--- src/rtl/m_demux4_deser_if.sv ---
// m_demux4_deser_if
//   Bundles the slot stream, the direct-write controls and the channel
//   outputs of the four-slot demultiplexer.
//
//   Stream inputs  : D[WIDTH], VALID, SYNC
//   Direct inputs  : DIRECT, A (select LSB), B (select MSB)
//   Outputs        : Q_0..Q_3[WIDTH], QV (commit pulse), ERR (framing error
//                    pulse), LOCK (in RUN state)
//   Debug outputs  : DBG_STATE (0 = HUNT, 1 = RUN), DBG_SLOT (slot counter)
//
//   Handshake: a slot is transferred on every rising clock edge at which
//   VALID is high. There is no back-pressure; the demultiplexer accepts every
//   valid slot. SYNC, A and B are meaningful only together with VALID or
//   DIRECT as described in the design file.
interface m_demux4_deser_if #(
    parameter int WIDTH = 8
);
    logic [WIDTH-1:0] D;
    logic             VALID;
    logic             SYNC;
    logic             DIRECT;
    logic             A;
    logic             B;
    logic [WIDTH-1:0] Q_0;
    logic [WIDTH-1:0] Q_1;
    logic [WIDTH-1:0] Q_2;
    logic [WIDTH-1:0] Q_3;
    logic             QV;
    logic             ERR;
    logic             LOCK;
    logic             DBG_STATE;
    logic [1:0]       DBG_SLOT;

    // Source side: drives the stream and direct controls.
    modport master (
        output D, VALID, SYNC, DIRECT, A, B,
        input  Q_0, Q_1, Q_2, Q_3, QV, ERR, LOCK, DBG_STATE, DBG_SLOT
    );

    // Demultiplexer side.
    modport slave (
        input  D, VALID, SYNC, DIRECT, A, B,
        output Q_0, Q_1, Q_2, Q_3, QV, ERR, LOCK, DBG_STATE, DBG_SLOT
    );
endinterface

--- src/rtl/m_demux4_deser.sv ---
// m_demux4_deser
//   Receiving end of a four-slot mux-based serializer. Successive valid
//   slots, with SYNC marking slot 0, are collected in shadow registers and
//   committed to Q_0..Q_3 together when slot 3 arrives. A direct mode writes
//   one output selected by {B,A} and drops the framer back to HUNT.
//
//   Ports:
//     CLK    : clock, rising edge
//     RESETL : asynchronous active-low reset
//     bus    : m_demux4_deser_if.slave (stream, direct controls, outputs,
//              debug state/slot)
module m_demux4_deser #(
    parameter int WIDTH = 8
) (
    input  logic                  CLK,
    input  logic                  RESETL,
    m_demux4_deser_if.slave       bus
);

    typedef enum logic {
        HUNT = 1'b0,
        RUN  = 1'b1
    } state_t;

    state_t           state_q, state_d;
    logic [1:0]       slot_q, slot_d;
    logic [WIDTH-1:0] s_q [3];
    logic [WIDTH-1:0] s_d [3];
    logic [WIDTH-1:0] q_q [4];
    logic [WIDTH-1:0] q_d [4];
    logic             qv_q, qv_d;
    logic             err_q, err_d;

    always_ff @(posedge CLK or negedge RESETL) begin
        if (!RESETL) begin
            state_q <= HUNT;
            slot_q  <= 2'd0;
            qv_q    <= 1'b0;
            err_q   <= 1'b0;
            for (int i = 0; i < 3; i++) s_q[i] <= '0;
            for (int i = 0; i < 4; i++) q_q[i] <= '0;
        end else begin
            state_q <= state_d;
            slot_q  <= slot_d;
            qv_q    <= qv_d;
            err_q   <= err_d;
            for (int i = 0; i < 3; i++) s_q[i] <= s_d[i];
            for (int i = 0; i < 4; i++) q_q[i] <= q_d[i];
        end
    end

    always_comb begin
        state_d = state_q;
        slot_d  = slot_q;
        qv_d    = 1'b0;
        err_d   = 1'b0;
        for (int i = 0; i < 3; i++) s_d[i] = s_q[i];
        for (int i = 0; i < 4; i++) q_d[i] = q_q[i];

        if (bus.DIRECT) begin
            // Direct mode overrides framing: any frame in progress is
            // abandoned without an error, shadows are left as they are.
            state_d = HUNT;
            slot_d  = 2'd0;
            if (bus.VALID) begin
                q_d[{bus.B, bus.A}] = bus.D;
            end
        end else if (bus.VALID) begin
            unique case (state_q)
                HUNT: begin
                    // Words without SYNC are dropped silently while hunting.
                    if (bus.SYNC) begin
                        s_d[0]  = bus.D;
                        slot_d  = 2'd1;
                        state_d = RUN;
                    end
                end
                RUN: begin
                    if (bus.SYNC) begin
                        // Normal start of frame at slot 0; anywhere else it
                        // is an early sync that restarts the frame.
                        if (slot_q != 2'd0) err_d = 1'b1;
                        s_d[0] = bus.D;
                        slot_d = 2'd1;
                    end else begin
                        unique case (slot_q)
                            2'd0: begin
                                err_d   = 1'b1;
                                state_d = HUNT;
                                slot_d  = 2'd0;
                            end
                            2'd1: begin
                                s_d[1] = bus.D;
                                slot_d = 2'd2;
                            end
                            2'd2: begin
                                s_d[2] = bus.D;
                                slot_d = 2'd3;
                            end
                            2'd3: begin
                                q_d[0] = s_q[0];
                                q_d[1] = s_q[1];
                                q_d[2] = s_q[2];
                                q_d[3] = bus.D;
                                qv_d   = 1'b1;
                                slot_d = 2'd0;
                            end
                        endcase
                    end
                end
            endcase
        end
    end

    assign bus.Q_0       = q_q[0];
    assign bus.Q_1       = q_q[1];
    assign bus.Q_2       = q_q[2];
    assign bus.Q_3       = q_q[3];
    assign bus.QV        = qv_q;
    assign bus.ERR       = err_q;
    assign bus.LOCK      = (state_q == RUN);
    assign bus.DBG_STATE = state_q;
    assign bus.DBG_SLOT  = slot_q;

endmodule

--- src/flat_wrapper.sv ---
// flat-port wrapper written by rule: the top's interface ports become plain ports
module m_demux4_deser_flat 
#(
    parameter int WIDTH = 8
)
  (CLK, RESETL, bus_D, bus_VALID, bus_SYNC, bus_DIRECT, bus_A, bus_B, bus_Q_0, bus_Q_1, bus_Q_2, bus_Q_3, bus_QV, bus_ERR, bus_LOCK, bus_DBG_STATE, bus_DBG_SLOT);
  m_demux4_deser_if #(.WIDTH(WIDTH)) bus_i ();
  input  logic CLK;
  input  logic RESETL;
  input wire logic [$bits(bus_i.D)-1:0] bus_D;
  input wire logic [$bits(bus_i.VALID)-1:0] bus_VALID;
  input wire logic [$bits(bus_i.SYNC)-1:0] bus_SYNC;
  input wire logic [$bits(bus_i.DIRECT)-1:0] bus_DIRECT;
  input wire logic [$bits(bus_i.A)-1:0] bus_A;
  input wire logic [$bits(bus_i.B)-1:0] bus_B;
  output wire logic [$bits(bus_i.Q_0)-1:0] bus_Q_0;
  output wire logic [$bits(bus_i.Q_1)-1:0] bus_Q_1;
  output wire logic [$bits(bus_i.Q_2)-1:0] bus_Q_2;
  output wire logic [$bits(bus_i.Q_3)-1:0] bus_Q_3;
  output wire logic [$bits(bus_i.QV)-1:0] bus_QV;
  output wire logic [$bits(bus_i.ERR)-1:0] bus_ERR;
  output wire logic [$bits(bus_i.LOCK)-1:0] bus_LOCK;
  output wire logic [$bits(bus_i.DBG_STATE)-1:0] bus_DBG_STATE;
  output wire logic [$bits(bus_i.DBG_SLOT)-1:0] bus_DBG_SLOT;
  assign bus_i.D = bus_D;
  assign bus_i.VALID = bus_VALID;
  assign bus_i.SYNC = bus_SYNC;
  assign bus_i.DIRECT = bus_DIRECT;
  assign bus_i.A = bus_A;
  assign bus_i.B = bus_B;
  assign bus_Q_0 = bus_i.Q_0;
  assign bus_Q_1 = bus_i.Q_1;
  assign bus_Q_2 = bus_i.Q_2;
  assign bus_Q_3 = bus_i.Q_3;
  assign bus_QV = bus_i.QV;
  assign bus_ERR = bus_i.ERR;
  assign bus_LOCK = bus_i.LOCK;
  assign bus_DBG_STATE = bus_i.DBG_STATE;
  assign bus_DBG_SLOT = bus_i.DBG_SLOT;
  m_demux4_deser #(.WIDTH(WIDTH)) u_core (.CLK(CLK), .RESETL(RESETL), .bus(bus_i));
endmodule
--- config.mk ---
export PLATFORM = sky130hd
export DESIGN_NAME = m_demux4_deser_flat
export DESIGN_NICKNAME = d
export VERILOG_FILES = /design/src/rtl/m_demux4_deser_if.sv /design/src/rtl/m_demux4_deser.sv /design/src/flat_wrapper.sv
export SDC_FILE = /design/constraint.sdc
export NUM_CORES = 1
export LEC_CHECK = 0
export CORE_MARGIN = 3
export CORE_UTILIZATION = 49
export CTS_CLUSTER_DIAMETER = 100
export DETAILED_ROUTE_END_ITERATION = 8
export PLACE_DENSITY = 0.79
export SLEW_MARGIN = 5
export SYNTH_ARGS = -nofsm -noshare
export SYNTH_HDL_FRONTEND = slang
export SYNTH_SLANG_ARGS = --single-unit
--- constraint.sdc ---
create_clock -name CLK -period 1.3 [get_ports CLK]
set_input_delay 0.195 -clock CLK [delete_from_list [all_inputs] [get_ports CLK]]
set_output_delay 0.195 -clock CLK [all_outputs]
set_load 0.02 [all_outputs]
==> results by group <==
Run status
  – Result of the run: finished, violations left
  – Failing checks: negative setup slack

GRT
  – Overflow after GRT: 0
  – Initial antenna violation count: 0
  – First-pass GRT wire length: 15.9 mm
  – Largest net degree at the start of global routing: 62
  – Total track usage: 0.244
  – Vias in the first global route: 3127

Cells and area
  – Post-route cell area: 4900 µm²
  – Area taken by multi-input logic gates: 1990 µm²
  – Layout cells sized above 1: 0.442
  – Non-Filler Instances: 485
  – Nets: 405
  – Area delta synth->final: 41.4%
  – FF/Latch Area: 1530 µm²
  – Final Util: 0.717
  – Antenna Cells: 0
  – Fill cells: 482

Power
  – Psw: 1.87 mW
  – Design Power: 6.24 mW
  – Leakage power: 2.26 nW
  – Worst ir drop on vdd: 1.01 mV
  – Seq pwr share: 0.397
  – Switching part of the total: 0.299
  – Clk network pwr share: 0.309
  – Combinational Power Share: 0.294
  – Internal: 4.37 mW
  – PD cells: 1270 nW/µm²

Timing
  – Pins Over Slew Limit: 0
  – # setup viols final: 51
  – Worst Max-Slew Pin Slew: 0.327 ns
  – RSZ-0062 raised after global routing: yes
  – Final hold violation count: 0
  – Max frequency: 673 MHz
  – Slew Limit Headroom: 0.780
  – Worst setup margin: -0.185 ns
  – Final worst path period need: 1.49 ns
  – Fin crit share: 1.14
  – Clock skew: 0.00774 ns

Clock network
  – CTS Root Cell: clkbuf_8
  – Clock sinks: 61
  – CTS clk-pin slew, worst paths: 0.07 ns
  – H-tree depth: 3
  – Total CTS buffers: 9
  – Clock latency on the worst-skew pair: 0.34 ns
  – Worst-case clock buffer depth: 2
  – CTS tree: built

Floorplanning
  – Die area: 8120 µm²
  – Io pins: 53
  – Die span in y: 90.1 µm
  – Num rows: 30
  – Die width: 90.1 µm
  – Core Footprint: 6830 µm²
  – Initial Util: 0.507

Worst setup path
  – Req. time, crit path: 1.52 ns
  – CP max-delay cell: dfrtp_2
  – Worst EP arrival: 1.71 ns
  – Levels on crit path: 6
  – CP peak stage delay: 0.38 ns
  – CP Launch Type: flop
  – Worst path bufs/invs: 2
  – Worst-path fanout max: 8
  – Crit path kind: reg2reg
  – FF-to-FF path depth: 6
  – CP delay by family, top: flip-flops
  – Worst setup EP type: flop
  – Crit-path cells: ha_4 > nand4b_4 > buf_12 > buf_6 > and3_4 > a211o_1

Placement
  – IO Port Bufs: 52
  – Inst Count DP: 463
  – Final Wtd Congestion: 0.792
  – DP Wirelength: 5.95 mm
  – Post-DP Area: 4470 µm²
  – Worst slack at placement: -0.558 ns

Logic synthesis
  – FFs w/ async S/R, synth: 1.00
  – Syn Area/Cell: 11.8 µm²
  – Syn nets: 314
  – Synth unique cells: 38
  – Cell taking the most area after synthesis: dfrtp_1
  – Yosys top cell area share: 0.441
  – Post-synth EDFFs: 0
  – FF+latch count, synth: 61
  – Count leader, synth: dfrtp_1
  – Yosys warns: 0
  – Synth top cells by count: 61 x dfrtp_1, 29 x mux2_2, 25 x nor2_1
  – Top post-synthesis cells by area: dfrtp_1 44%, mux2_2 9.4%, mux2_4 7.8%
  – Mapped Cells: 293
  – Ys flop type: dfrtp_1
  – Cell Area, Synth: 3460 µm²
  – Sequential share of the synthesized area: 0.441

Routing
  – DR vias: 2852
  – DRC Markers: 0
  – Detailed-route vias per instance: 5.88
  – Avg WL per Cell: 19.5 µm
  – WL final: 9.44 mm
  – Drt first pass iters: 4
  – Initial drt markers: 149
  – Antenna viol nets, final: 0

Flow run
  – Max Cap Violations: 0

Min path
  – Min-Delay Path Class: in2reg
  – Hold path cells: 3
[path summary, 6_finish.rpt]
check                                          to  slack [ns]                   start
hold reg to reg                     u_core.s_q[5]        0.50           u_core.s_q[5]
max in group asynchronous  u_core.bus.DBG_SLOT[1]        0.61                  RESETL
setup reg to reg                u_core.bus.Q_1[7]       -0.19  u_core.bus.DBG_SLOT[1]
setup / recovery                u_core.bus.Q_1[7]       -0.19  u_core.bus.DBG_SLOT[1]
hold / removal               u_core.bus.DBG_STATE        0.28              bus_DIRECT
min in group asynchronous           u_core.s_q[0]        0.41                  RESETL
[sequential cells by signal (all words and copies together), names as in the netlist]
| name | cells |
|---|---|
| u_core.bus.Q_2 | 8 |
| u_core.bus.DBG_STATE | 1 |
| u_core.bus.Q_1 | 8 |
| u_core.bus.Q_0 | 8 |
| u_core.s_q | 24 |
| u_core.bus.ERR | 1 |
| u_core.bus.QV | 1 |
| u_core.bus.DBG_SLOT | 2 |
| u_core.bus.Q_3 | 8 |
[stage by stage]
step	setup TNS (ns)	hold slack (ns)
global placement	-25.75	0.234
detailed placement	-26.74	0.227
CTS	-7.48	0.264
floorplan	-4.61	-0.101
global route	-9.72	0.284
finish	-7.34	0.275
[cell usage in the layout, fill, tap and decap left out, types with 2 or more instances in the layout]
master           count
buf_4               41
buf_2                2
nand3_4              2
buf_6                5
mux2_4              28
ha_2                 2
ha_4                 2
bufinv_16            2
nor2b_4              2
dlygate4sd2_1        8
buf_12               8
clkdlybuf4s15_1     19
buf_16               2
a211o_1             16
nor3b_2              3
a21boi_0             8
o22ai_1              8
a221o_1              8
nand4bb_1            8
ha_1                 2
and3_1               3
clkdlybuf4s50_1     11
and2b_2              2
a211oi_2             8
inv_1                2
clkinv_2             2
and3_4              13
nor2_1              25
and2_1               9
dfrtp_1             58
and3b_1              2
nor3b_1             13
clkbuf_2             7
dfrtp_2              3
o21ai_0              9
clkbuf_8            11
mux2_2              19
[metal layers]
metal	share of wire	wire length, µm	track usage	up-vias
li1	-	-	-	1268
met1	0.43	4080	0.318	1440
met2	0.49	4600	0.401	127
met3	0.061	572	0.0603	17
met4	0.020	192	0.0816	0
met5	0	0	0	-
[power by group through the flow]
stage	clock [mW]	sequential (mW)	combinational, mW
finish	1.93	2.48	1.83
global route	2.05	2.51	1.96
CTS	1.94	2.45	1.78
detailed placement	0	2.48	1.88
global placement	0	2.47	1.83
floorplan	0	2.71	0.795
[area by class of cell]
type,instances,share of cell area
inverters,3,0.00281
clock buffers,12,0.0317
well taps,96,0.0245
multi-input cells,204,0.407
flip-flops and latches,61,0.312
repair buffers,105,0.207
clock inverters,4,0.0143
[repair_timing]
action,in CTS,in global routing
setup endpoints to repair,98,88
hold endpoints to repair,61,0
cloned,2,0
resized for setup,79,46
pin swaps,13,1
setup buffers,3,0
hold buffers,1,0
[logic make-up after synthesis]
| kind of cell | Yosys count | share of synthesized area |
|---|---|---|
| AOI/OAI and AO/OA | 62 | 0.148 |
| adders and majority gates | 6 | 0.0217 |
| buffers and inverters | 28 | 0.0448 |
| DFF | 61 | 0.441 |
| muxes | 48 | 0.176 |
| and+or+nand+nor | 88 | 0.170 |
[tightest hold or removal path, delay by kind of cell]
family / cells / cell delay, ns
buffers and inverters: 2 / 0.33
AO/OA/AOI/OAI: 1 / 0.04
No activity file was read; power rests on OpenSTA's default activity.
==> patch 1: new RTL, same settings <==
`WIDTH` is set to 8 in 3 places; all go to 7.
--- a/src/rtl/m_demux4_deser_if.sv
+++ b/src/rtl/m_demux4_deser_if.sv
@@ -14,5 +14,5 @@
 //   DIRECT as described in the design file.
 interface m_demux4_deser_if #(
-    parameter int WIDTH = 8
+    parameter int WIDTH = 7
 );
     logic [WIDTH-1:0] D;
--- a/src/rtl/m_demux4_deser.sv
+++ b/src/rtl/m_demux4_deser.sv
@@ -11,5 +11,5 @@
 //              debug state/slot)
 module m_demux4_deser #(
-    parameter int WIDTH = 8
+    parameter int WIDTH = 7
 ) (
     input  logic                  CLK,
--- a/src/flat_wrapper.sv
+++ b/src/flat_wrapper.sv
@@ -2,5 +2,5 @@
 module m_demux4_deser_flat 
 #(
-    parameter int WIDTH = 8
+    parameter int WIDTH = 7
 )
   (CLK, RESETL, bus_D, bus_VALID, bus_SYNC, bus_DIRECT, bus_A, bus_B, bus_Q_0, bus_Q_1, bus_Q_2, bus_Q_3, bus_QV, bus_ERR, bus_LOCK, bus_DBG_STATE, bus_DBG_SLOT);
Interface: changed (5 resized); port bits go from 53 to 48. No check against the original RTL was run, so the function may have changed too.
==> patch 1 against the unedited design <==
The flow still finishes with violations (setup timing); via count fell by 10%; wire length fell by 13%; combinational power shrank 29%; setup slack about the same; synthesized area shrank 12%; clock skew rose by 0.0074 ns; sequential cell count shrank 7; final area shrank 16%; power down 30%; fmax about the same; hold slack got worse by 0.032 ns; critical path type unchanged.
==> patch 1: results (changes against the unedited design) <==
run_status:
  run_status: "finished with violations"
  violations: "setup timing"
sta:
  slew_headroom: 0.673  # -0.107
  timing.setup.tns_ns: -6.53  # +0.804 ns
  setup_violations: 48  # -5.9%
  fin_ws_ns: -0.185  # +0.000463 ns
  finClkSkew_ns: 0.0152  # +0.00742 ns
clock_tree:
  clkTransAtPathRegs_ns: 0.11  # +0.04 ns
  clk-insertion-delay-late_ns: 0.32  # -0.02 ns
  htreeDepth: 2  # -1
  cts-root-buf: "clkbuf_8"
  numCtsBuffers: 5  # -4
  clock_path_buffers: 2  # unchanged
worst_setup_path:
  cpPeakStageDelay_ns: 0.45  # +0.07 ns
  crit_arrival_ns: 1.70
  rr_endpoint: "u_core.bus.Q_0[6]"
  worstPathMaxFanout: 12  # +4
  rr_worst_depth: 6  # unchanged
  crit_family: "flip-flops"
  cp_slowest_cell: "dfrtp_2"
  path_class: "reg2reg"
  cp-startpoint: "u_core.bus.DBG_SLOT[0]"
power_and_ir_drop:
  p_leak_nw: 1.97  # -13%
  ir_drop_uv: 639  # -37%
global_routing:
  grt_pass1_vias: 2595  # -17%
  grt_max_degree: 55  # -11%
  grt_pass1_wl_mm: 13.4  # -16%
  grtUsageTotal: 0.235  # -0.00939
  antenna_found_initial: 0  # unchanged
place:
  port_buffers: 47  # -9.6%
  globalplace.congestion: 0.851  # +7.5%
  hpwlAfterDp_mm: 5.68  # -4.5%
  pre_cts_slack_ns: -0.465  # +0.0933 ns
synth:
  synth_seq_area_share: 0.442  # +0.00185
  ys_top_cells_by_count: "54 x dfrtp_1, 28 x nand2_1, 24 x nor2_1"
  ys_types: 32  # -16%
  yosys_warnings: 0  # unchanged
  async_reset_ff_frac: 1.00  # unchanged
  synth.area.top_cells: "dfrtp_1 44%, mux2_2 7.7%, mux2i_1 6.9%"
  synth_nets: 301  # -4.1%
routing:
  drt-pass1-iter-count: 4  # unchanged
  drtIter0Drc: 156  # +4.7%
  routedWlPerCell_um: 18.9  # -3.1%
  drt-vias-per-instance: 5.90  # +0.39%
cells_and_area:
  final_nets: 379  # -6.4%
  num_antenna_cells: 0  # unchanged
  largest_register: "u_core.s_q"
  final_layout_size_suffix_gt1_frac: 0.372  # -0.0699
  largest_register_ffs: 21  # -13%
min_path:
  min_from: "bus_DIRECT"
  min_path_type: "in2reg"
  hold_depth: 3  # unchanged
patch 1: cell types whose count changed in the layout (fill, tap and decap cells not counted), moves of 9 or more:
cell      unedited run  this run
o21ai_1              0        19
a211o_1             16         0
nand2_1              1        28
buf_4               41        32
mux2i_1              0        18
mux2_4              28        15
nand2b_1             0        21
and3_4              13         0
nor3b_1             13         0
o221a_2              0        14
patch 1: how the worst min path moves through the flow:
stage,to,slack [ns]
2_1_floorplan,u_core.bus.DBG_SLOT[0],-0.10
3_5_place_dp,u_core.s_q[5],0.22
5_1_grt,u_core.bus.DBG_STATE,0.26
4_1_cts,u_core.bus.DBG_STATE,0.23
3_3_place_gp,u_core.s_q[6],0.21
6_report,u_core.bus.DBG_STATE,0.24
patch 1: per-stage QoR:
step | area, um^2 | cells
6_report | 4110 | 435
5_1_grt | 4110 | 435
4_1_cts | 4000 | 434
3_5_place_dp | 3910 | 425
3_3_place_gp | 3910 | 425
2_1_floorplan | 3090 | 281
patch 1: worst min-delay path, delay by kind of cell:
kind / cells / cell delay (ns)
AOI/OAI and AO/OA: 1 / 0.04
buffers and inverters: 2 / 0.29
patch 1: routing by layer:
metal  routed length (um)  vias up  part of all wire  track usage
li1                     -     1177                 -            -
met1                 3380     1285              0.41        0.316
met2                 4130       92              0.50        0.392
met3                  524       14             0.064       0.0398
met4                  168        0             0.020       0.0662
met5                    0        -                 0            0
patch 1: power breakdown:
part | switching, W | total, W | internal (W)
combinational | 0.000654 | 0.00130 | 0.000647
sequential | 0.000205 | 0.00209 | 0.00189
clock | 0.000606 | 0.000993 | 0.000387
patch 1: cell families (layout without fill, tap and decap cells):
family | Yosys count | count (layout) | synth area share
DFF | 54 | 54 | 0.442
and+or+nand+nor | 88 | 88 | 0.144
buffers and inverters | 23 | 102 | 0.0414
AOI/OAI and AO/OA | 61 | 61 | 0.167
adders and majority gates | 6 | 6 | 0.0246
muxes | 49 | 49 | 0.181
patch 1: area by class of cell:
class / count / area (um^2)
well taps: 75 / 93.8
multi-input cells: 204 / 1730
fillers: 439 / 1890
clock buffers: 5 / 68.8
clock inverters: 3 / 23.8
repair buffers: 91 / 815
flip-flops and latches: 54 / 1360
inverters: 3 / 18.8
patch 1: what timing repair did:
action | in CTS | in global routing
endpoints found under the setup margin | 86 | 70
endpoints found under the hold margin | 54 | 0
gates resized for setup | 58 | 62
pin swaps | 2 | 3
setup buffers | 0 | 1
hold buffers | 1 | 0
==> patch 2: new RTL, config.mk and constraints unchanged <==
Without the edit above. Reset style: synchronous (`RESETL`), changed in one clocked block. Comments in the files are not updated.
--- a/src/rtl/m_demux4_deser.sv
+++ b/src/rtl/m_demux4_deser.sv
@@ -32,5 +32,5 @@
     logic             err_q, err_d;
 
-    always_ff @(posedge CLK or negedge RESETL) begin
+    always_ff @(posedge CLK) begin
         if (!RESETL) begin
             state_q <= HUNT;
Function: differs if RESETL is asserted again (counterexample within 4 cycles, from zero or initial values and one cycle with RESETL low); with RESETL held inactive, the same outputs for 4 cycles.
==> patch 2 against the unedited design <==
Via count fell by 20%; synthesized cell count rose by 4.4%; critical path depth fell by 5; fmax rose by 17%; final area fell by 21%; clock skew fell by 0.0020 ns; global-route usage fell by 4.5 points; setup slack improved by 0.22 ns; wire length fell by 31%; sequential cell count did not move; synthesized area fell by 15%; die area fell by 14%.
Power is not compared: it rests on default switching activity, and its combinational part moved more than twofold at a synthesized area within 25%.
==> patch 2: results (changes against the unedited design) <==
worst_setup_path:
  cp_slowest_cell: "dfxtp_2"
  worstPathMaxFanout: 5  # -3
  rr_worst_depth: 5  # -1
  r2r_setup_slack_ns: 0.04  # +0.23 ns
  crit_arrival_ns: 1.07  # -0.64 ns
  rr_endpoint: "u_core.bus.ERR"
sta:
  tightest_slew_ns: 0.306  # -0.0210 ns
  whs_ns: 0.300  # +0.0249 ns
synth:
  ys_top_cells_by_count: "67 x nand2_1, 61 x dfxtp_1, 56 x mux2i_1"
  syn_inst: 306  # +4.4%
  ys_types: 33  # -13%
  async_reset_ff_frac: 0  # -1.00
  synth.area.top_cells: "dfxtp_1 41%, mux2i_1 19%, nand2_1 8.5%"
routing:
  drt-met1-wl_mm: 3.16  # -23%
  drtIter0Drc: 117  # -21%
  wl_met3_um: 210  # -63%
  routed-wl-met2_mm: 3.07  # -33%
  via_count: 2271  # -20%
  wl_mm: 6.55  # -31%
place:
  globalplace.congestion: 0.766  # -3.3%
  placed_cells: 425  # -8.2%
  placed_area_mm2: 0.00363  # -19%
  hpwlAfterDp_mm: 4.48  # -25%
global_routing:
  grt_pass1_wl_mm: 11.4  # -29%
  grtUsageTotal: 0.200  # -0.0449
min_path:
  min_from: "RESETL"
run_status:
  run_status: "complete, no violations"
cells_and_area:
  largest_register_ffs: 32  # +33%
  final_layout_size_suffix_gt1_frac: 0.195  # -0.248
  instances_no_fill: 442  # -8.9%
  largest_register: "u_core.q_q"
  final_nets: 388  # -4.2%
[patch 2: worst max path at each step]
stage                             to                   start  cells after the start  slack (ns)
finish                 bus_DBG_STATE    u_core.bus.DBG_STATE                      1        0.03
global route        u_core.q_q[0][4]  u_core.bus.DBG_SLOT[1]                      5       -0.02
CTS                 u_core.q_q[0][4]  u_core.bus.DBG_SLOT[0]                      5      -0.001
detailed placement  u_core.q_q[3][0]              bus_DIRECT                      4       -0.40
global placement    u_core.q_q[1][3]                   bus_A                      4       -0.37
floorplan           u_core.q_q[1][7]  u_core.bus.DBG_SLOT[0]                      5        0.03
[patch 2: metal layers]
layer	track usage	vias up
li1	-	1164
met4	0.0921	0
met5	0	-
met3	0.0306	9
met1	0.258	1055
met2	0.326	43
[patch 2: logic make-up (layout without fill, tap and decap cells)]
logic type	count (synthesis)	count (layout)	synth area share
adders and majority gates	6	6	0.0254
AOI/OAI and AO/OA	26	26	0.0542
DFF	61	61	0.414
buffers and inverters	29	93	0.0542
and+or+nand+nor	120	120	0.232
muxes	64	64	0.220
[patch 2: report_power, final]
part	total, W	internal [W]	switching, W	leakage [nW]
sequential	0.00192	0.00190	0.0000178	0.495
combinational	0.000474	0.000227	0.000246	1.43
clock	0.00155	0.000876	0.000673	0.0974
total	0.00394	0.00300	0.000937	2.02
[patch 2: layout make-up]
class | instances | area [um^2]
Fill cell | 466 | 1800
Multi-Input combinational cell | 216 | 1650
Sequential cell | 61 | 1230
Timing Repair Buffer | 76 | 709
Clock buffer | 13 | 179
Tap cell | 72 | 90.1
Inverter | 3 | 11.3
Clock inverter | 1 | 5.00
[patch 2: through the flow]
stage / setup slack, ns / total power [W]
final: 0.0336 / 0.00394
after global routing: -0.0245 / 0.00409
after CTS: -0.00142 / 0.00395
after detailed placement: -0.403 / 0.00242
after global placement: -0.370 / 0.00242
after floorplan: 0.0260 / 0.00223
[patch 2: timing repair]
action,CTS,global route
endpoints found under the setup margin,79,52
pin swaps,0,6
gates resized for setup,52,15
hold buffers,0,0
setup buffers,0,3
